File: src/rtl/button_conditioner.sv
// Pushbutton conditioner: synchronises a raw button, debounces press and
// release, and emits a one-cycle advance pulse per press plus optional
// auto-repeat pulses while the button stays held.
module button_conditioner #(
    parameter int DB_CYCLES    = 4,
    parameter int DB_W         = 3,
    parameter int REPEAT_EN    = 0,
    parameter int REPEAT_DELAY = 8,
    parameter int REPEAT_RATE  = 3,
    parameter int RPT_W        = 4
) (
    input  logic       clk0,
    input  logic       rst,
    input  logic       button,
    output logic       btn_pulse,
    output logic       btn_level,
    output logic       btn_release,
    output logic [2:0] state_dbg
);

    typedef enum logic [2:0] {
        IDLE     = 3'd0,
        PRESS_DB = 3'd1,
        HELD     = 3'd2,
        REL_DB   = 3'd3
    } state_t;

    localparam logic [DB_W-1:0]  DB_LAST    = DB_W'(DB_CYCLES - 1);
    localparam logic [DB_W-1:0]  DB_ONE     = DB_W'(1);
    localparam logic [RPT_W-1:0] DELAY_LAST = RPT_W'(REPEAT_DELAY - 1);
    localparam logic [RPT_W-1:0] RATE_LAST  = RPT_W'(REPEAT_RATE - 1);

    state_t           state;
    state_t           state_nx;
    logic             ff1;
    logic             ff2;
    logic             btn_s;
    logic [DB_W-1:0]  db_cnt;
    logic [DB_W-1:0]  db_cnt_nx;
    logic [RPT_W-1:0] hold_cnt;
    logic [RPT_W-1:0] hold_cnt_nx;
    logic [RPT_W-1:0] rpt_limit;
    logic             rpt_phase;
    logic             rpt_phase_nx;
    logic             pulse_nx;
    logic             level_nx;
    logic             release_nx;

    assign btn_s     = ff2;
    assign state_dbg = state;
    assign rpt_limit = rpt_phase ? RATE_LAST : DELAY_LAST;

    // Two-flop synchroniser; the only logic that ever touches the raw button.
    always_ff @(posedge clk0) begin
        if (rst) begin
            ff1 <= 1'b0;
            ff2 <= 1'b0;
        end else begin
            ff1 <= button;
            ff2 <= ff1;
        end
    end

    // State, counters and registered outputs all update together here.
    always_ff @(posedge clk0) begin
        if (rst) begin
            state       <= IDLE;
            db_cnt      <= '0;
            hold_cnt    <= '0;
            rpt_phase   <= 1'b0;
            btn_pulse   <= 1'b0;
            btn_level   <= 1'b0;
            btn_release <= 1'b0;
        end else begin
            state       <= state_nx;
            db_cnt      <= db_cnt_nx;
            hold_cnt    <= hold_cnt_nx;
            rpt_phase   <= rpt_phase_nx;
            btn_pulse   <= pulse_nx;
            btn_level   <= level_nx;
            btn_release <= release_nx;
        end
    end

    // Next-state logic: press/release debounce and hold-time repeat pacing.
    always_comb begin
        state_nx     = state;
        db_cnt_nx    = db_cnt;
        hold_cnt_nx  = hold_cnt;
        rpt_phase_nx = rpt_phase;
        pulse_nx     = 1'b0;
        release_nx   = 1'b0;
        level_nx     = btn_level;

        case (state)
            IDLE: begin
                level_nx = 1'b0;
                if (btn_s) begin
                    state_nx  = PRESS_DB;
                    db_cnt_nx = DB_ONE;
                end
            end

            PRESS_DB: begin
                level_nx = 1'b0;
                if (!btn_s) begin
                    state_nx = IDLE;
                end else if (db_cnt == DB_LAST) begin
                    state_nx     = HELD;
                    pulse_nx     = 1'b1;
                    level_nx     = 1'b1;
                    hold_cnt_nx  = '0;
                    rpt_phase_nx = 1'b0;
                end else begin
                    db_cnt_nx = db_cnt + DB_ONE;
                end
            end

            HELD: begin
                level_nx = 1'b1;
                if (!btn_s) begin
                    state_nx  = REL_DB;
                    db_cnt_nx = DB_ONE;
                end else if (REPEAT_EN != 0) begin
                    if (hold_cnt == rpt_limit) begin
                        pulse_nx     = 1'b1;
                        hold_cnt_nx  = '0;
                        rpt_phase_nx = 1'b1;
                    end else begin
                        hold_cnt_nx = hold_cnt + RPT_W'(1);
                    end
                end
            end

            REL_DB: begin
                level_nx = 1'b1;
                if (btn_s) begin
                    state_nx = HELD;
                end else if (db_cnt == DB_LAST) begin
                    state_nx   = IDLE;
                    level_nx   = 1'b0;
                    release_nx = 1'b1;
                end else begin
                    db_cnt_nx = db_cnt + DB_ONE;
                end
            end

            default: begin
                state_nx = IDLE;
                level_nx = 1'b0;
            end
        endcase
    end

endmodule
File: config.mk
export PLATFORM = sky130hd
export DESIGN_NAME = button_conditioner
export DESIGN_NICKNAME = d
export VERILOG_FILES = /design/src/rtl/button_conditioner.sv
export SDC_FILE = /design/constraint.sdc
export NUM_CORES = 1
export LEC_CHECK = 0
export CORE_AREA = 2 2 46 48
export CTS_CLUSTER_SIZE = 30
export DETAILED_ROUTE_END_ITERATION = 7
export DIE_AREA = 0 0 48 50
export GPL_ROUTABILITY_DRIVEN = 0
export PLACE_DENSITY = 0.59
export SYNTH_ARGS = -nofsm -noshare
export SYNTH_HDL_FRONTEND = slang
export SYNTH_SLANG_ARGS = --single-unit
File: constraint.sdc
create_clock -name clk0 -period 1.95 [get_ports clk0]
set_input_delay 0.585 -clock clk0 [delete_from_list [all_inputs] [get_ports clk0]]
set_output_delay 0.585 -clock clk0 [all_outputs]
set_load 0.01 [all_outputs]
==> results of run 1 <==
## repair_timing
| item | in CTS | in global routing |
|---|---|---|
| gates resized for setup | 0 | 3 |
| hold buffers | 0 | 0 |
| endpoints found under the setup margin | 0 | 2 |
| hold endpoints to repair | 0 | 0 |
## final cells by class
type | instances | area, µm² | area share [%]
clock buffers | 3 | 22.5 | 3.22
inverters | 5 | 18.8 | 2.68
multi-input cells | 42 | 330 | 47.2
flip-flops and latches | 10 | 201 | 28.8
well taps | 27 | 33.8 | 4.83
repair buffers | 10 | 92.6 | 13.2
## power breakdown
part	switching, mW	internal (mW)	total (mW)
registers	0.0135	0.216	0.230
clock network	0.0684	0.0713	0.140
logic	0.0578	0.0585	0.116
## cell usage after synthesis, drive strengths merged
cell type,n,area [µm²]
nor3b,1,7.51
ha,9,113
nor2,5,18.8
a31oi,1,12.5
or3b,1,8.76
buf,2,18.8
nor4b,1,8.76
a32oi,1,8.76
or3,1,6.26
nand4,1,6.26
inv,5,18.8
mux2i,1,10.0
nor3,2,10.0
dfxtp,10,200
nand2b,2,15.0
a2111oi,1,15.0
conb,1,3.75
a21oi,5,25.0
nor2b,3,18.8
a211oi,1,7.51
nand2,4,15.0
o21ai,1,5.00
## worst max-delay path by stage
stage / startpoint / end / depth (start not counted)
detailed placement: db_cnt[0] / db_cnt[1] / 6
floorplan: state_dbg[0] / db_cnt[1] / 6
global route: db_cnt[0] / db_cnt[1] / 6
global placement: state_dbg[0] / db_cnt[1] / 6
CTS: state_dbg[0] / state_dbg[0] / 1
finish: db_cnt[0] / db_cnt[1] / 6
## sequential cells by signal, indices dropped and copies added (netlist names), named ones only
| register | count |
|---|---|
| btn_s | 1 |
| ff1 | 1 |
| btn_pulse | 1 |
| db_cnt | 3 |
| btn_release | 1 |
| state_dbg | 1 |
| btn_level | 1 |
## through the flow
stage               hold WS, ns  setup slack, ns  setup TNS, ns  power [mW]
floorplan                 0.414            0.130              0       0.303
global placement          0.428            0.147              0       0.340
detailed placement        0.434           0.0664              0       0.341
CTS                       0.437           0.0500              0       0.484
global route              0.464         -0.00693       -0.00693       0.519
finish                    0.435            0.137              0       0.486
## metal layers
metal	vias up	part of all wire (%)	wire [µm]	track usage [%]
met5	-	0	0	0
met4	0	2.6	25	8.11
met3	4	3.3	32	2.20
met2	7	48	471	15.3
met1	185	46	445	11.5
li1	222	-	-	-
## critical path, stage by stage, from the launching register on
cell and delay (ns):
dfxtp_1 0.32, ha_1 0.22, ha_2 0.22, a2111oi_4 0.37, a31oi_2 0.08, or3b_1 0.39
a21oi_1 0.15
## cell families after synthesis
| group | Yosys count | share of synthesized area (%) |
|---|---|---|
| adders and majority gates | 9 | 20.4 |
| and+or+nand+nor | 21 | 20.8 |
| DFF | 10 | 36.2 |
| muxes | 1 | 1.81 |
| other | 1 | 0.678 |
| AOI/OAI and AO/OA | 10 | 13.3 |
| buffers and inverters | 7 | 6.79 |
==> impl_metrics.toml, run 1 <==
[run_status]
status = "finished clean"

[timing]
setup_viol = 0
hold_violations = 0
min_period_ns = 1.81
skew_ns = 0.00102
clock.fmax_mhz = 551
period_share_pct = 93.0
slew_viol_final = 0

[placement]
port_buffers = 7
dp_cells = 94
post_dp_cell_area_um2 = 661

[routing]
vias_per_cell = 4.31
vias = 418
wire_per_inst_um = 10.0
wl_um = 974
antenna_left = 0
drc = 0
drt-pass1-iter-count = 4
drtIter0Drc = 2

[clocking]
cts_buffers = 3
root_buffer = "clkbuf_4"
cts.sinks = 10
path_clk_slew_ns = 0.06
cts_tree = "yes"
cts_max_path_buffers = 2
htreeDepth = 1
clkLatencyLatePin_ns = 0.26
postCtsSetupBuffers = 0

[grt]
grt_usage_pct = 10.1
grt_max_degree = 11
grt_pass1_vias = 407
grt_antenna_before_repair = 0
grt_pass1_wl_um = 1680
grt-ovfl-total = 0

[min_path]
min_from = "ff1"
holdPathStages = 1
hold_class = "register to register"
hold_end = "btn_s"

[cells_and_area]
drive_gt1_share_pct = 15.7
nNetsFinal = 84
fin_area_um2 = 699
n_fill_cell = 205
final_common_cell = "dfxtp_1"
finalNonFillerCells = 97
antenna_cells = 0
area_delta_synth_final_pct = 26.5
final_core_util_pct = 36.8
final_cell_mix = "9 x dfxtp_1, 8 x ha_1, 7 x clkdlybuf4s50_1"

[synth]
syn-mean-instance-area_um2 = 9.37
seq_area_frac_synth_pct = 36.2
syn-num-nets = 71
ys_ff_latch = 10
ys_warn_count = 0
synth.distinct_cells = 24
postSynthCellCount = 59
netlist_area_um2 = 553

[setup_path]
r2r_end = "db_cnt[1]"
end_kind = "register"
crit_arrival_ns = 2.00
reg2regPathDepth = 6
critPathKind = "register to register"
r2r_setup_slack_ns = 0.14
required_ns = 2.14
cp-start-kind = "register"
timing.rr.start = "db_cnt[0]"
critPathMaxFanout = 5

[power_and_ir_drop]
ir_worst_vdd_mv = 0.281
p_leak_nw = 0.255
p_per_area_nw_per_um2 = 694

[run]
drv_cap = 0

[floorplan]
rows = 16
start_util_pct = 29.1
dieArea_um2 = 2400
die_y_um = 50
die_x_um = 48
io_pins = 9
core_um2 = 1900
Power figures use the tool's default switching activity.
==> inputs of run 2 (changes only) <==
- CORE_AREA: 2 2 46 48 -> 2 2 51 43
- DIE_AREA: 0 0 48 50 -> 0 0 53 45
- PLACE_DENSITY: 0.59 -> not set
- PLACE_DENSITY_LB_ADDON: not set -> 0.15
==> impl_metrics.toml, run 2 (synthesis results as in run 1) <==
[run_status]
status = "finished clean"

[setup_path]
cp-start-kind = "register"
crit_arrival_ns = 1.28
r2r_setup_slack_ns = 0.12
critPathKind = "register to primary output"
startpoint = "state_dbg[0]"
critPathMaxFanout = 6
crit_chain = "buf_4 > clkdlybuf4s50_1"
timing.rr.start = "db_cnt[0]"
critPathTopFamily = "buffers and inverters"
critPathMaxStageDelay_ns = 0.53
required_ns = 1.36
timing.critical_path.buf_inv = 2
crit_path_top_delay_cell = "clkdlybuf4s50_1"
end_kind = "primary output"

[run]
drv_cap = 0

[floorplan]
io_pins = 9
start_util_pct = 30.1
dieArea_um2 = 2390
die_x_um = 53
rows = 14
die_y_um = 45
core_um2 = 1840

[timing]
rsz0062_at_grt = "false"
hold_violations = 0
slew_viol_final = 0
clock.fmax_mhz = 535
setup_tns_ns = 0
whs_ns = 0.440
setup_viol = 0
period_share_pct = 95.8
min_period_ns = 1.87
skew_ns = 0.00637

[cells_and_area]
largest_reg_flops = 3
final_common_cell = "dfxtp_1"
multi_input_area_um2 = 330
area_delta_synth_final_pct = 32.1
n_fill_cell = 196
antenna_cells = 0
nNetsFinal = 87
final_core_util_pct = 39.7
seq_area_um2 = 200
final_cell_mix = "10 x dfxtp_1, 8 x ha_1, 7 x clkdlybuf4s50_1, 6 x buf_4"
drive_gt1_share_pct = 18.9
regMostFlops = "db_cnt"

[routing]
wl_um = 1010
vias = 448
drc = 0
drt-pass1-iter-count = 4
vias_per_cell = 4.57
drtIter0Drc = 8
wire_per_inst_um = 10.3
antenna_left = 0

[clocking]
cts.sinks = 10
cts_hold_buf = 0
path_clk_slew_ns = 0.07
cts_buffers = 3
clkLatencyLatePin_ns = 0.27
root_buffer = "clkbuf_4"
htreeDepth = 1
cts_tree = "yes"
cts_max_path_buffers = 2

[grt]
grt_usage_pct = 10.8
grt-ovfl-total = 0
grt_pass1_vias = 412
grt_antenna_before_repair = 0
grt-busiest-layer = "met2"
grtUsageMet1_pct = 12.6
met3_usage_pct = 6.95
grt_pass1_wl_um = 1760
grt_max_degree = 9
grt_use_met2_pct = 16.5

[min_path]
hold_class = "register to register"
min_from = "ff1"

[placement]
dp_hpwl_um = 763
port_buffers = 7

[power_and_ir_drop]
ir_worst_vdd_mv = 0.460
p_leak_nw = 0.276
total_power_mw = 0.545
p_per_area_nw_per_um2 = 745
-- run 2: path summary, 6_finish.rpt --
path,end,depth (start not counted)
hold reg to reg,btn_s,1
hold / removal,btn_s,1
setup reg to reg,db_cnt[1],6
setup / recovery,state_dbg[0],2
-- run 2: final cells by class --
class                           instances  area share, %
Clock buffer                            4           4.97
Inverter                                5           2.57
Multi-Input combinational cell         42           45.2
Sequential cell                        10           27.4
Tap cell                               24           4.11
Timing Repair Buffer                   13           15.8
-- run 2: worst register-to-register path: cells and delay by family, from the launching register on --
family,cells,cell delay [ns]
DFF,1,0.32
AOI/OAI and AO/OA,3,0.61
and+or+nand+nor,1,0.41
adders and majority gates,2,0.43
-- run 2: power by group --
part / leakage, nW / total (mW) / internal (mW) / switching (mW)
Clock: 0.0210 / 0.187 / 0.114 / 0.0730
Combinational: 0.173 / 0.135 / 0.0689 / 0.0663
Sequential: 0.0815 / 0.223 / 0.215 / 0.00765
-- run 2: repair_timing --
action                     CTS  global route
setup buffers                0             0
setup endpoints to repair    0             2
resized for setup            0             2
-- run 2: metal layers --
| metal | wire (µm) | up-vias |
|---|---|---|
| li1 | - | 228 |
| met1 | 449 | 202 |
| met2 | 460 | 16 |
| met3 | 89 | 2 |
| met4 | 12 | 0 |
| met5 | 0 | - |
-- run 2: through the flow --
stage	setup slack (ns)	instance area [µm²]	instances
after floorplan	0.130	553	59
after global placement	0.125	679	94
after detailed placement	0.0625	679	94
after CTS	0.0580	716	98
after global routing	0.00125	731	98
final	0.0825	731	98
